`src/rtl/logic_cell_lutk.sv`:
```
// K-input LUT logic cell with optional output flip-flop and serial configuration chain.
// Optional synchronous set/reset port sr_i is compiled in with LOGIC_CELL_SR_EN.
module logic_cell_lutk #(
    parameter int unsigned K        = 4,
    parameter int unsigned CFG_BITS = (1 << K) + 2
) (
    input  logic         clk_i,
    input  logic         rst_n_i,
    input  logic [K-1:0] in_i,
    input  logic         ce_i,
    input  logic         cfg_en_i,
    input  logic         cfg_data_i,
`ifdef LOGIC_CELL_SR_EN
    input  logic         sr_i,
`endif
    output logic         cfg_data_o,
    output logic         cfg_done_o,
    output logic         out_o
);

    localparam int unsigned TtBits = 1 << K;
    localparam int unsigned CntW   = $clog2(CFG_BITS + 1);
    localparam logic [CntW-1:0] CntMax = CntW'(CFG_BITS);

    logic [CFG_BITS-1:0] cfg_sr_q, cfg_sr_d;
    logic [CntW-1:0]     cnt_q, cnt_d;
    logic                done_q, done_d;
    logic                cfg_en_q;
    logic                ff_q, ff_d;

    logic [TtBits-1:0]   truth_table;
    logic                lut_out;
    logic                reg_sel;
    logic                ff_init;
    logic                cfg_fall;
    logic                sr_hit;

    assign truth_table = cfg_sr_q[TtBits-1:0];
    assign lut_out     = truth_table[in_i];
    assign reg_sel     = cfg_sr_q[TtBits];
    assign ff_init     = cfg_sr_q[TtBits+1];
    assign cfg_fall    = cfg_en_q & ~cfg_en_i;

`ifdef LOGIC_CELL_SR_EN
    assign sr_hit = sr_i;
`else
    assign sr_hit = 1'b0;
`endif

    always_ff @(posedge clk_i or negedge rst_n_i) begin
        if (!rst_n_i) begin
            cfg_sr_q <= '0;
            cnt_q    <= '0;
            done_q   <= 1'b0;
            cfg_en_q <= 1'b0;
            ff_q     <= 1'b0;
        end else begin
            cfg_sr_q <= cfg_sr_d;
            cnt_q    <= cnt_d;
            done_q   <= done_d;
            cfg_en_q <= cfg_en_i;
            ff_q     <= ff_d;
        end
    end

    always_comb begin
        cfg_sr_d = cfg_sr_q;
        cnt_d    = cnt_q;
        if (cfg_en_i) begin
            cfg_sr_d = {cfg_sr_q[CFG_BITS-2:0], cfg_data_i};
            // Saturate so pass-through shifting for downstream cells keeps done high.
            if (cnt_q != CntMax) begin
                cnt_d = cnt_q + 1'b1;
            end
        end
        done_d = (cnt_d == CntMax);
    end

    always_comb begin
        ff_d = ff_q;
        if (cfg_en_i) begin
            ff_d = ff_q;
        end else if (cfg_fall) begin
            ff_d = ff_init;
        end else if (sr_hit) begin
            ff_d = ff_init;
        end else if (ce_i) begin
            ff_d = lut_out;
        end
    end

    // Output is masked combinationally while a (re)configuration is in progress.
    always_comb begin
        out_o = 1'b0;
        if (!cfg_en_i && done_q) begin
            out_o = reg_sel ? ff_q : lut_out;
        end
    end

    assign cfg_data_o = cfg_sr_q[CFG_BITS-1];
    assign cfg_done_o = done_q;

endmodule

```
`config.mk`:
```
export PLATFORM = sky130hd
export DESIGN_NAME = logic_cell_lutk
export DESIGN_NICKNAME = d
export VERILOG_FILES = /design/src/rtl/logic_cell_lutk.sv
export SDC_FILE = /design/constraint.sdc
export NUM_CORES = 1
export LEC_CHECK = 0
export ABC_AREA = 0
export CAP_MARGIN = 15
export CORE_MARGIN = 8
export CORE_UTILIZATION = 54
export DETAILED_ROUTE_END_ITERATION = 8
export PLACE_DENSITY = 0.76
export SETUP_SLACK_MARGIN = 0.4
export SLEW_MARGIN = 5
export SYNTH_ARGS = -nofsm -noshare
export SYNTH_HDL_FRONTEND = slang
export SYNTH_SLANG_ARGS = --single-unit
```
`constraint.sdc`:
```
create_clock -name clk_i -period 1.95 [get_ports clk_i]
set_input_delay 0.39 -clock clk_i [delete_from_list [all_inputs] [get_ports clk_i]]
set_output_delay 0.39 -clock clk_i [all_outputs]
set_load 0.005 [all_outputs]
```
==> metrics.md <==
| Metric | Value |
|---|---|
| Final worst path period need | `about 2100 ps` |
| Routability cong. | `0.817` |
| Vias in the first global route | `slightly below 900` |
| Buffers on Ports | `11` |
| Post-synth cell types | `21` |
| Die area | `around 0.0040 mm^2` |
| Maximum clock frequency | `471 MHz` |
| Max Slew Vio Count | `0` |
| Final hold violation count | `0` |
| Post-Syn Nets | `102` |
| Drt via density | `around 5.4` |
| Switching power share of the total | `0.306` |
| Longest Clk Path Bufs | `2` |
| Syn. warnings | `0` |
| R2r worst-path depth | `4` |
| Cells after synthesis | `between 90 and 100` |
| Critical path class | `flip-flop to output port` |
| Fin Clk Skew | `1.34 ps` |
| Worst reg2reg endpoint | `ff_q$_DFFE_PN0P_` |
| CP endpoint kind | `output port` |
| Sequential area share after synthesis | `0.543` |
| Failing checks | `negative setup slack` |
| Setup ws final | `-174 ps` |
| Post-route DRC | `0` |
| Die W | `63.1 um` |
| Via Count | `about 800` |
| Post-synthesis instance area | `around 0.0012 mm^2` |
| Dpl cells | `between 100 and 150` |
| Root Driver | `clkbuf_4` |
| PwrDens | `about 1200 mW/mm^2` |
| Slew @ Worst Pin | `around 320 ps` |
| Critical path's top delay family | `multiplexers` |
| Leakage Power | `between 0.6 and 0.7 nW` |
| Worst-path clk slew | `140 ps` |
| Startpoint types | `flip-flop` |
| Worst path cell trace | `mux4_2, nor2_2, o22a_1, a2111oi_4, buf_2` |
| Pre-CTS setup slack | `-934 ps` |
| Relative slew slack | `0.784` |
| Avg Synthesized Cell Area | `about 13 um^2` |
| H-tree Lvls | `1` |
| Critical Path AT | `1730 ps` |
| Max FO, Critical Path | `3` |
| Area grow syn2layout | `27.2%` |
| Total Routing Usage GR | `0.120` |
| WL/cell | `between 15 and 20 um` |
| Largest net degree at the start of global routing | `27` |
| Initial antenna violation count | `0` |
| Max_cap viols | `0` |
| # setup viols final | `1` |
| Net Switching | `564 uW` |
| Detailed placer's ending HPWL | `between 1500 and 2000 um` |
| ANT cells | `0` |
| Final period utilization | `1.09` |
| CTS tree | `built` |
| Total grt overflow | `0` |
| Core Region | `approximately 0.0021 mm^2` |
| Max IR drop VDD | `0.857 mV` |
| Nets | `about 130` |
| Final wirelength | `2260 um` |
| Combinational fraction of design power | `0.366` |
| WP data required | `between 1500 and 2000 ps` |
| Slowest stage delay, CP | `about 480 ps` |
| Share of power burned in the clock network | `0.145` |
| Skew-Pair Late Insertion Delay | `about 310 ps` |
| Buffer and inverter count on the worst path | `1` |
| RSZ-0062 raised after global routing | `true` |
| Hold Crit Class | `input port to asynchronous set/reset pin` |
| Die height | `between 60 and 70 um` |
| Synthesized flop and latch total | `26` |
| Cell-internal power | `~1.3 mW` |
| Crit-path slowest cell | `mux4_2` |
| Starting Density | `0.557` |
| Antenna-violating nets left | `0` |
| Top cells by area, synth | `dfrtp_1, mux2_2, mux4_2` |
| Reg2reg setup slack | `around 500 ps` |
| # rows | `17` |
| Sequential Power Share | `0.489` |
| Placed instance area | `about 0.0014 mm^2` |
| Cell area after layout | `about 0.0015 mm^2` |
| I/O pin total | `12` |
| Non-Filler Instances | `approximately 150` |
| DRT Pass-1 Iters | `4` |
| DR iter-0 viols | `29` |
| Reg-to-Reg Start | `cfg_sr_q[12]$_DFFE_PN0P_` |
| Total power draw | `1.84 mW` |
| CTS sink count | `26` |
| CTS Buf Count | `3` |
| Synth area leader | `dfrtp_1` |
| Layout cells sized above 1 | `0.417` |
| Outcome | `finished with violations` |
| Global-route wire length before repair | `slightly below 4000 um` |
| Post-synth top area share | `0.543` |
==> area by class of cell <==
class,instances,area [um^2]
Sequential cell,26,651
Fill cell,179,626
Multi-Input combinational cell,57,515
Timing Repair Buffer,29,270
Clock buffer,4,36.3
Tap cell,28,35.0
Inverter,4,15.0
==> power by group through the flow <==
stage	Clock (mW)	Sequential, mW	Combinational (mW)
final	0.268	0.901	0.674
after global routing	0.296	0.926	0.745
after CTS	0.283	0.901	0.647
after detailed placement	0	0.916	0.618
after global placement	0	0.902	0.588
after floorplan	0	0.872	0.377
==> repair_timing <==
item | 4_1_cts | 5_1_grt
setup endpoints to repair | 5 | 2
setup buffers | 1 | 2
cloned | 1 | 0
resized for setup | 15 | 4
hold buffers | 0 | 0
pin swaps | 1 | 1
==> worst register-to-register path, stage by stage, from the launching register on <==
cell      delay [ps]
dfrtp_1          430
mux4_2           480
nor2_2            90
o22a_1           200
o221ai_1         130
==> synthesized netlist by cell type, drive strengths merged <==
cell     number
dfrtp        26
mux2         21
nand2         7
nor2          6
inv           4
o21ai         4
buf           3
o221ai        3
xnor2         3
ha            2
mux4          2
nand4         2
a2111oi       1
a21oi         1
clkbuf        1
nand2b        1
nand3         1
nand3b        1
nor4          1
o22a          1
==> sequential cells by signal, indices dropped and copies added, names as in the netlist <==
| signal | cells |
|---|---|
| cnt_q | 5 |
| cfg_sr_q | 18 |
| cfg_en_q | 1 |
| ff_q | 1 |
| cfg_done_o | 1 |
==> placed cells by master (no fill, tap or decap) <==
cell              n
dfrtp_1          26
mux2_2           21
buf_4            16
nand2_1           7
nor2_1            5
o21ai_0           4
inv_1             4
clkdlybuf4s50_1   4
dlygate4sd2_1     4
xnor2_1           3
o221ai_1          3
clkbuf_4          3
nand4_1           2
mux4_2            2
ha_1              2
buf_2             2
nand3b_1          1
nand3_1           1
a21oi_1           1
nor4_2            1
nor2_2            1
nand2b_1          1
o22a_1            1
a2111oi_4         1
clkbuf_8          1
bufbuf_16         1
dlymetal6s2s_1    1
buf_12            1
==> metal layers <==
metal	global-route usage	part of all wire	vias up
met5	0	0	-
met4	0.0570	0.0062	0
met3	0.0247	0.022	2
met2	0.219	0.54	8
met1	0.128	0.43	403
li1	-	-	383
==> worst max path at each step <==
stage                                  start    end  depth (start not counted)
global placement                     in_i[0]  out_o                          6
CTS                 cfg_sr_q[12]$_DFFE_PN0P_  out_o                          5
floorplan                            in_i[0]  out_o                          5
global route        cfg_sr_q[12]$_DFFE_PN0P_  out_o                          5
finish              cfg_sr_q[12]$_DFFE_PN0P_  out_o                          5
detailed placement                   in_i[0]  out_o                          6
==> cell families after synthesis <==
family / count (synthesis) / synth area share
DFF: 26 / 0.543
muxes: 23 / 0.235
and+or+nand+nor: 19 / 0.0721
AOI/OAI and AO/OA: 10 / 0.0732
buffers and inverters: 8 / 0.0334
xor gates and xnor gates: 3 / 0.0219
adders and majority gates: 2 / 0.0209
==> metrics by stage <==
step	hold WS, ps	TNS [ps]	utilization
after global placement	486	-1150	0.662
after detailed placement	496	-1280	0.662
after floorplan	94.4	0	-
after CTS	426	-213	0.702
final	429	-174	0.709
after global routing	449	-269	0.709
(Power assumes the default switching activity.)
